File: src/rtl/code_mem_arbiter.sv
// code_mem_arbiter: two-master bounded-burst round-robin arbiter for the single-port code/data RAM
//   clk, rst (async, active-low)
//   m0_*/m1_* : req/we/addr/wdata in, gnt (combinational), rvalid/rdata out
//   mem_*     : RAM strobe, write enable, address, write data out; read data in (one-cycle latency)
module code_mem_arbiter #(
   parameter int AW        = 12,
   parameter int DW        = 8,
   parameter int BURST_MAX = 4
) (
   input  logic          clk,
   input  logic          rst,
   input  logic          m0_req,
   input  logic          m0_we,
   input  logic [AW-1:0] m0_addr,
   input  logic [DW-1:0] m0_wdata,
   output logic          m0_gnt,
   output logic          m0_rvalid,
   output logic [DW-1:0] m0_rdata,
   input  logic          m1_req,
   input  logic          m1_we,
   input  logic [AW-1:0] m1_addr,
   input  logic [DW-1:0] m1_wdata,
   output logic          m1_gnt,
   output logic          m1_rvalid,
   output logic [DW-1:0] m1_rdata,
   output logic          mem_en,
   output logic          mem_we,
   output logic [AW-1:0] mem_addr,
   output logic [DW-1:0] mem_wdata,
   input  logic [DW-1:0] mem_rdata
);
   localparam int CW = $clog2(BURST_MAX + 1);
   localparam logic [1:0] IDLE = 2'd0, OWN0 = 2'd1, OWN1 = 2'd2;
   logic [1:0]    state;
   logic          last_owner;
   logic [CW-1:0] cnt;
   logic          rd_pend, rd_src;
   logic          burst, repeat_gnt;
   // Under contention the current owner keeps the port until its burst is used up,
   // after which the master that did not win last time takes over.
   always_comb begin
      burst = (state != IDLE) && (cnt < CW'(BURST_MAX));
      m0_gnt = rst && m0_req && (!m1_req || (burst ? state == OWN0 : last_owner));
      m1_gnt = rst && m1_req && (!m0_req || (burst ? state == OWN1 : !last_owner));
      repeat_gnt = (m0_gnt && state == OWN0) || (m1_gnt && state == OWN1);
   end
   assign mem_en    = m0_gnt | m1_gnt;
   assign mem_we    = m0_gnt ? m0_we : m1_gnt & m1_we;
   assign mem_addr  = m0_gnt ? m0_addr : m1_gnt ? m1_addr : '0;
   assign mem_wdata = m0_gnt ? m0_wdata : m1_gnt ? m1_wdata : '0;
   assign m0_rvalid = rd_pend & ~rd_src;
   assign m1_rvalid = rd_pend & rd_src;
   assign m0_rdata  = m0_rvalid ? mem_rdata : '0;
   assign m1_rdata  = m1_rvalid ? mem_rdata : '0;
   always_ff @(posedge clk or negedge rst) begin
      if (!rst) begin
         state      <= IDLE;
         last_owner <= 1'b1;
         cnt        <= '0;
         rd_pend    <= 1'b0;
         rd_src     <= 1'b0;
      end else begin
         state <= m0_gnt ? OWN0 : m1_gnt ? OWN1 : IDLE;
         if (mem_en) last_owner <= m1_gnt;
         cnt <= !mem_en ? '0 :
                repeat_gnt ? (cnt == CW'(BURST_MAX) ? cnt : cnt + CW'(1)) : CW'(1);
         rd_pend <= (m0_gnt & ~m0_we) | (m1_gnt & ~m1_we);
         rd_src  <= m1_gnt;
      end
   end
endmodule

File: config.mk
export PLATFORM = sky130hd
export DESIGN_NAME = code_mem_arbiter
export DESIGN_NICKNAME = d
export VERILOG_FILES = /design/src/rtl/code_mem_arbiter.sv
export SDC_FILE = /design/constraint.sdc
export NUM_CORES = 1
export LEC_CHECK = 0
export CORE_MARGIN = 1
export CORE_UTILIZATION = 26
export DETAILED_ROUTE_END_ITERATION = 8
export GPL_TIMING_DRIVEN = 1
export PLACE_DENSITY = 0.79
export SLEW_MARGIN = 20
export SYNTH_ARGS = -nofsm -noshare
export SYNTH_HDL_FRONTEND = slang
export SYNTH_SLANG_ARGS = --single-unit
File: constraint.sdc
create_clock -name clk -period 2.3 [get_ports clk]
set_clock_uncertainty 0.05 [all_clocks]
set_input_delay 0.46 -clock clk [delete_from_list [all_inputs] [get_ports clk]]
set_output_delay 0.46 -clock clk [all_outputs]
set_load 0.03 [all_outputs]
==> impl_metrics.ini, run 1 <==
[pwr]
ir_drop_mv = 0.199
finalPower_uw = 714
p_leak_nw = 1.09
power_density_nw_per_um2 = 371

[global_route]
gr-total-overflow = 0
antenna_found_initial = 0
grt_pass1_vias = 1148
grt_use_met2 = 0.366
grt_util_met1 = 0.180
use_met3 = 0.0612
grt_pass1_wl_mm = 4.69
top_usage_layer = met2
track_usage = 0.182
grt_max_degree = 28

[worst_hold_path]
hp-class = input port to async pin

[timing]
fin_crit_sh = 0.986
max_slew.worst_pin.slew_ns = 0.331
maxSlewHeadroom = 0.779
rsz0062_at_grt = false
hold_viol = 0
fin_tns_setup_ns = 0
max_freq_ghz = 0.441
timing.hold.ws_ns = 0.268
setup_violations = 0
fin_ws_ns = 0.0325
slew_violations = 0
timing.final.crit_period_ns = 2.27

[worst_setup_path]
path_cells = clkdlybuf4s50_1 -> and3_1 -> clkdlybuf4s50_1
critPathBufInv = 2
startpoint = mem_rdata[0]
r2r-start = last_owner
path_common_cell = clkdlybuf4s50_1
end_kind = output pin
worst_path_largest_cell_delay_ns = 0.67
cp_slowest_cell = clkdlybuf4s50_1
worstPathArrival_ns = 1.76
critPathLaunchType = input port
cp_top_family = buffers and inverters
critPathKind = input port to output pin
required_ns = 1.79
cp_max_fo = 2

[synth]
synth.most_common_cell = a22o_1
yosysWarningCount = 0
synth_top_area_frac = 0.242
syn_inst = 87
async_flop_share = 1.00
ys_ff_latch = 8
synthFlopType = dfrtp_1
avgSynthCellArea_um2 = 9.15
synth.area.top_cells = a22o_1 (24%), dfrtp_1 (22%), and2_1 (7.9%), and3_1 (6.3%), buf_6 (4.2%)
synth_edf_count = 0
ys_seq_area_frac = 0.253
syn_nets = 143
synth.top_cells.by_count = a22o_1 (22), and2_1 (10), and3_1 (8)
ys_types = 29
synth_area_um2 = 796
yosysTopAreaCell = a22o_1

[clock_network]
cts_buffers = 3
clk_transition_reported_paths_ns = 0.06
insertion_delay_ns = 0.25
cts.root.buffer_cell = clkbuf_4
htree_levels = 1
holdBufCountCts = 0
tritoncts = built
cts.sinks = 8
clockBufferDepth = 2

[outcome]
outcome = complete, but fails checks
violations = design-rule violations

[routing]
vias = 1139
wl_per_cell_um = 13.3
routed_wl_mm = 3.02
drtIter0Drc = 36
drc = 7
dr.pass1.iters = 6
drtAntennaViolNets = 0
viasPerCell = 5.02

[placement]
pre_cts_ws_ns = -0.103
portBuffers = 95
gp_congestion = 0.811
dp_hpwl_mm = 2.48
placed_cells = 218

[finish]
fillers = 212
layout.nets = 253
area_growth_pct = 142
n_antenna_cell = 0
fin_cells = 227
drive_above_1_share = 0.281

[die]
die_area_um2 = 3290
io_pins = 96
core_um2 = 2830
row_count = 19
die_w_um = 57.3
fp.dieH_um = 57.3
start_util = 0.281

[flow_run]
maxCapViolCount = 0
## report_power, final
part,switching [mW],leakage [nW],internal [mW]
Combinational,0.203,0.975,0.229
Sequential,0.00953,0.102,0.155
Clock,0.0496,0.0150,0.0665
## cell type report
type / count / area, µm² / share of cell area
Multi-Input combinational cell: 69 / 543 / 0.282
Sequential cell: 8 / 203 / 0.105
Timing Repair Buffer: 110 / 1100 / 0.569
Tap cell: 31 / 38.8 / 0.0201
Inverter: 5 / 18.8 / 0.00975
Clock buffer: 4 / 26.3 / 0.0136
## metal layers
metal  vias to the layer above  part of all wire  wire, µm
met5                         -                 0         0
met3                         2              0.12       360
li1                        551                 -         -
met2                        74              0.54      1630
met1                       512              0.34      1020
met4                         0            0.0026         8
## placed cells by master, fill, tap and decap left out, drive strengths merged, types with 3 or more instances in the layout
master	instances
a22o	22
and2	10
and3	8
buf	39
clkbuf	5
clkdlybuf4s50	55
dfrtp	7
dlymetal6s2s	13
inv	5
nand2	5
nand2b	3
nand3	3
## stage by stage
stage	utilization	instance area, µm²
final	0.681	1930
after global routing	0.681	1930
after CTS	0.662	1870
after detailed placement	0.629	1780
after global placement	0.629	1780
after floorplan	-	796
## sequential cells by signal, indices dropped and copies added (netlist names)
register,count
cnt,3
rd_pend,1
last_owner,1
rd_src,1
state,2
## kinds of logic (layout without fill, tap and decap cells)
logic type	Yosys count	after routing	share of synthesized area
and+or+nand+nor	36	36	0.267
xor gates and xnor gates	1	1	0.0110
AOI/OAI and AO/OA	30	30	0.357
buffers and inverters	10	119	0.0802
DFF	8	8	0.253
adders and majority gates	2	2	0.0314
## worst paths after layout
kind / to / slack [ns] / cells past startpoint
max: m1_rdata[0] / 0.03 / 3
max reg2reg: cnt[0] / 0.77 / 6
max in group asynchronous: last_owner / 1.72 / 2
min reg2reg: last_owner / 0.47 / 2
min: state[1] / 0.27 / 2
min in group clk: last_owner / 0.47 / 2
## timing repair
item | CTS | global route
setup endpoints to repair | 30 | 35
buffers inserted | 3 | 1
resized for setup | 10 | 20
pin swaps | 3 | 2
cloned | 1 | 0
Power figures use the tool's default switching activity.
==> inputs of run 2 (changes only) <==
--- a/config.mk
+++ b/config.mk
@@ -7,6 +7,7 @@
 export LEC_CHECK = 0
 export CORE_MARGIN = 1
 export CORE_UTILIZATION = 26
+export CTS_CLUSTER_SIZE = 16
 export DETAILED_ROUTE_END_ITERATION = 8
 export GPL_TIMING_DRIVEN = 1
 export PLACE_DENSITY = 0.79
==> results of run 2 <==
No change in the layout: final DEF, timing and power equal those of run 1.
==> inputs of run 3 (changes only) <==
--- a/config.mk
+++ b/config.mk
@@ -11,6 +11,7 @@
 export DETAILED_ROUTE_END_ITERATION = 8
 export GPL_TIMING_DRIVEN = 1
 export PLACE_DENSITY = 0.79
+export RECOVER_POWER = 100
 export SLEW_MARGIN = 20
 export SYNTH_ARGS = -nofsm -noshare
 export SYNTH_HDL_FRONTEND = slang
==> impl_metrics.ini, run 3 (synthesis gave the netlist of run 1 again) <==
[outcome]
outcome = complete, but fails checks
violations = design-rule violations

[global_route]
track_usage = 0.182
grt_pass1_vias = 1148
grt_max_degree = 28
antenna_found_initial = 0
grt_pass1_wl_mm = 4.69
gr-total-overflow = 0

[routing]
wl_per_cell_um = 13.3
routed_wl_mm = 3.02
vias = 1133
viasPerCell = 4.99
drtAntennaViolNets = 0
drtIter0Drc = 40
drc = 7
dr.pass1.iters = 6

[placement]
dp_hpwl_mm = 2.48
gp_congestion = 0.811
portBuffers = 95

[worst_setup_path]
cp-endpoint = m1_rdata[0]
r2r-start = last_owner
cp_max_fo = 2
rrSetupSlack_ns = 0.77
required_ns = 1.79
startpoint = mem_rdata[0]
worst_r2r_path_depth = 6
end_kind = output pin
worstPathArrival_ns = 1.76
worstReg2RegEnd = cnt[0]
critPathKind = input port to output pin
critPathLaunchType = input port

[pwr]
swShare = 0.375
clkPwrFrac = 0.168
p_leak_nw = 0.846
power_density_nw_per_um2 = 389
p_switching_uw = 263
ir_drop_mv = 0.199
p_int_uw = 439
seq_power_share = 0.235
power_frac_comb = 0.598

[finish]
layout_common_cells = clkdlybuf4s50_1 (54), buf_4 (23), a22o_1 (22), clkbuf_1 (14), clkbuf_4 (10)
top_register = cnt
largest_reg_flops = 3
area_growth_pct = 127
final_common_cell = clkdlybuf4s50_1
n_antenna_cell = 0
fin_util = 0.638
reg.largest.list = cnt (3), state (2)
layout.nets = 253
drive_above_1_share = 0.270

[timing]
fin_crit_sh = 0.987
timing.final.crit_period_ns = 2.27
max_freq_ghz = 0.441
maxSlewHeadroom = 0.706
hold_viol = 0
max_slew.worst_pin.slew_ns = 0.441
rsz0062_at_grt = false
setup_violations = 0
slew_violations = 0
fin_tns_setup_ns = 0

[die]
row_count = 19
die_w_um = 57.3
core_um2 = 2830
io_pins = 96
die_area_um2 = 3290
fp.dieH_um = 57.3
start_util = 0.281

[clock_network]
cts.root.buffer_cell = clkbuf_4
tritoncts = built
clk_transition_reported_paths_ns = 0.06
insertion_delay_ns = 0.26
holdBufCountCts = 0
cts.sinks = 8
htree_levels = 1
clockBufferDepth = 2
cts_buffers = 3

[flow_run]
maxCapViolCount = 0

[worst_hold_path]
hp-class = input port to async pin
[run 3: cell types whose count changed in the layout (fill, tap and decap cells not counted), moves of 2 or more]
cell            before  now
clkbuf_1             1   14
dlymetal6s2s_1      13    1
buf_4               30   23
clkbuf_4             3   10
buf_6                6    4
[run 3: how the worst min path moves through the flow]
stage | start | depth (start not counted) | slack (ns) | end
after detailed placement | last_owner | 2 | 0.46 | last_owner
after floorplan | rst | 0 | 0.11 | cnt[0]
after CTS | rst | 2 | 0.27 | state[0]
after global routing | rst | 2 | 0.39 | state[0]
final | rst | 2 | 0.34 | state[1]
after global placement | last_owner | 2 | 0.47 | last_owner
[run 3: metrics by stage]
step | total power, mW | hold slack (ns) | cells | instance area [µm²] | setup slack (ns)
2_1_floorplan | 0.374 | 0.114 | 87 | 796 | 0.271
3_5_place_dp | 0.580 | 0.460 | 218 | 1780 | -0.103
6_report | 0.702 | 0.339 | 227 | 1800 | 0.0301
5_1_grt | 0.740 | 0.387 | 227 | 1800 | 0.00204
3_3_place_gp | 0.573 | 0.470 | 218 | 1780 | -0.0768
4_1_cts | 0.718 | 0.266 | 226 | 1870 | 0.00381
[run 3: critical path, cell delays in order]
cell and delay (ns):
clkdlybuf4s50_1 0.48, and3_1 0.16, clkdlybuf4s50_1 0.67
[run 3: layer usage]
metal,GRT usage,share of wire,up-vias
met5,0,0,-
li1,-,-,551
met2,0.366,0.53,77
met3,0.0612,0.12,4
met4,0.0314,0.0073,0
met1,0.180,0.34,501
[run 3: power groups by stage]
stage | clock network, mW | registers (mW) | logic (mW)
after floorplan | 0 | 0.167 | 0.207
after global placement | 0 | 0.166 | 0.407
after detailed placement | 0 | 0.167 | 0.413
after CTS | 0.120 | 0.165 | 0.433
after global routing | 0.130 | 0.166 | 0.445
final | 0.118 | 0.165 | 0.419
[run 3: repair_timing]
item / CTS / global route
gates cloned: 1 / 0
gates resized for setup: 10 / 20
hold endpoints to repair: 0 / 0
endpoints found under the setup margin: 30 / 35
pin swaps: 3 / 2
buffers inserted: 3 / 1
[run 3: final cells by class]
class	instances	area, µm²
Inverter	5	18.8
Multi-Input combinational cell	69	541
Sequential cell	8	203
Fill cell	229	1020
Timing Repair Buffer	110	977
Tap cell	31	38.8
Clock buffer	4	26.3
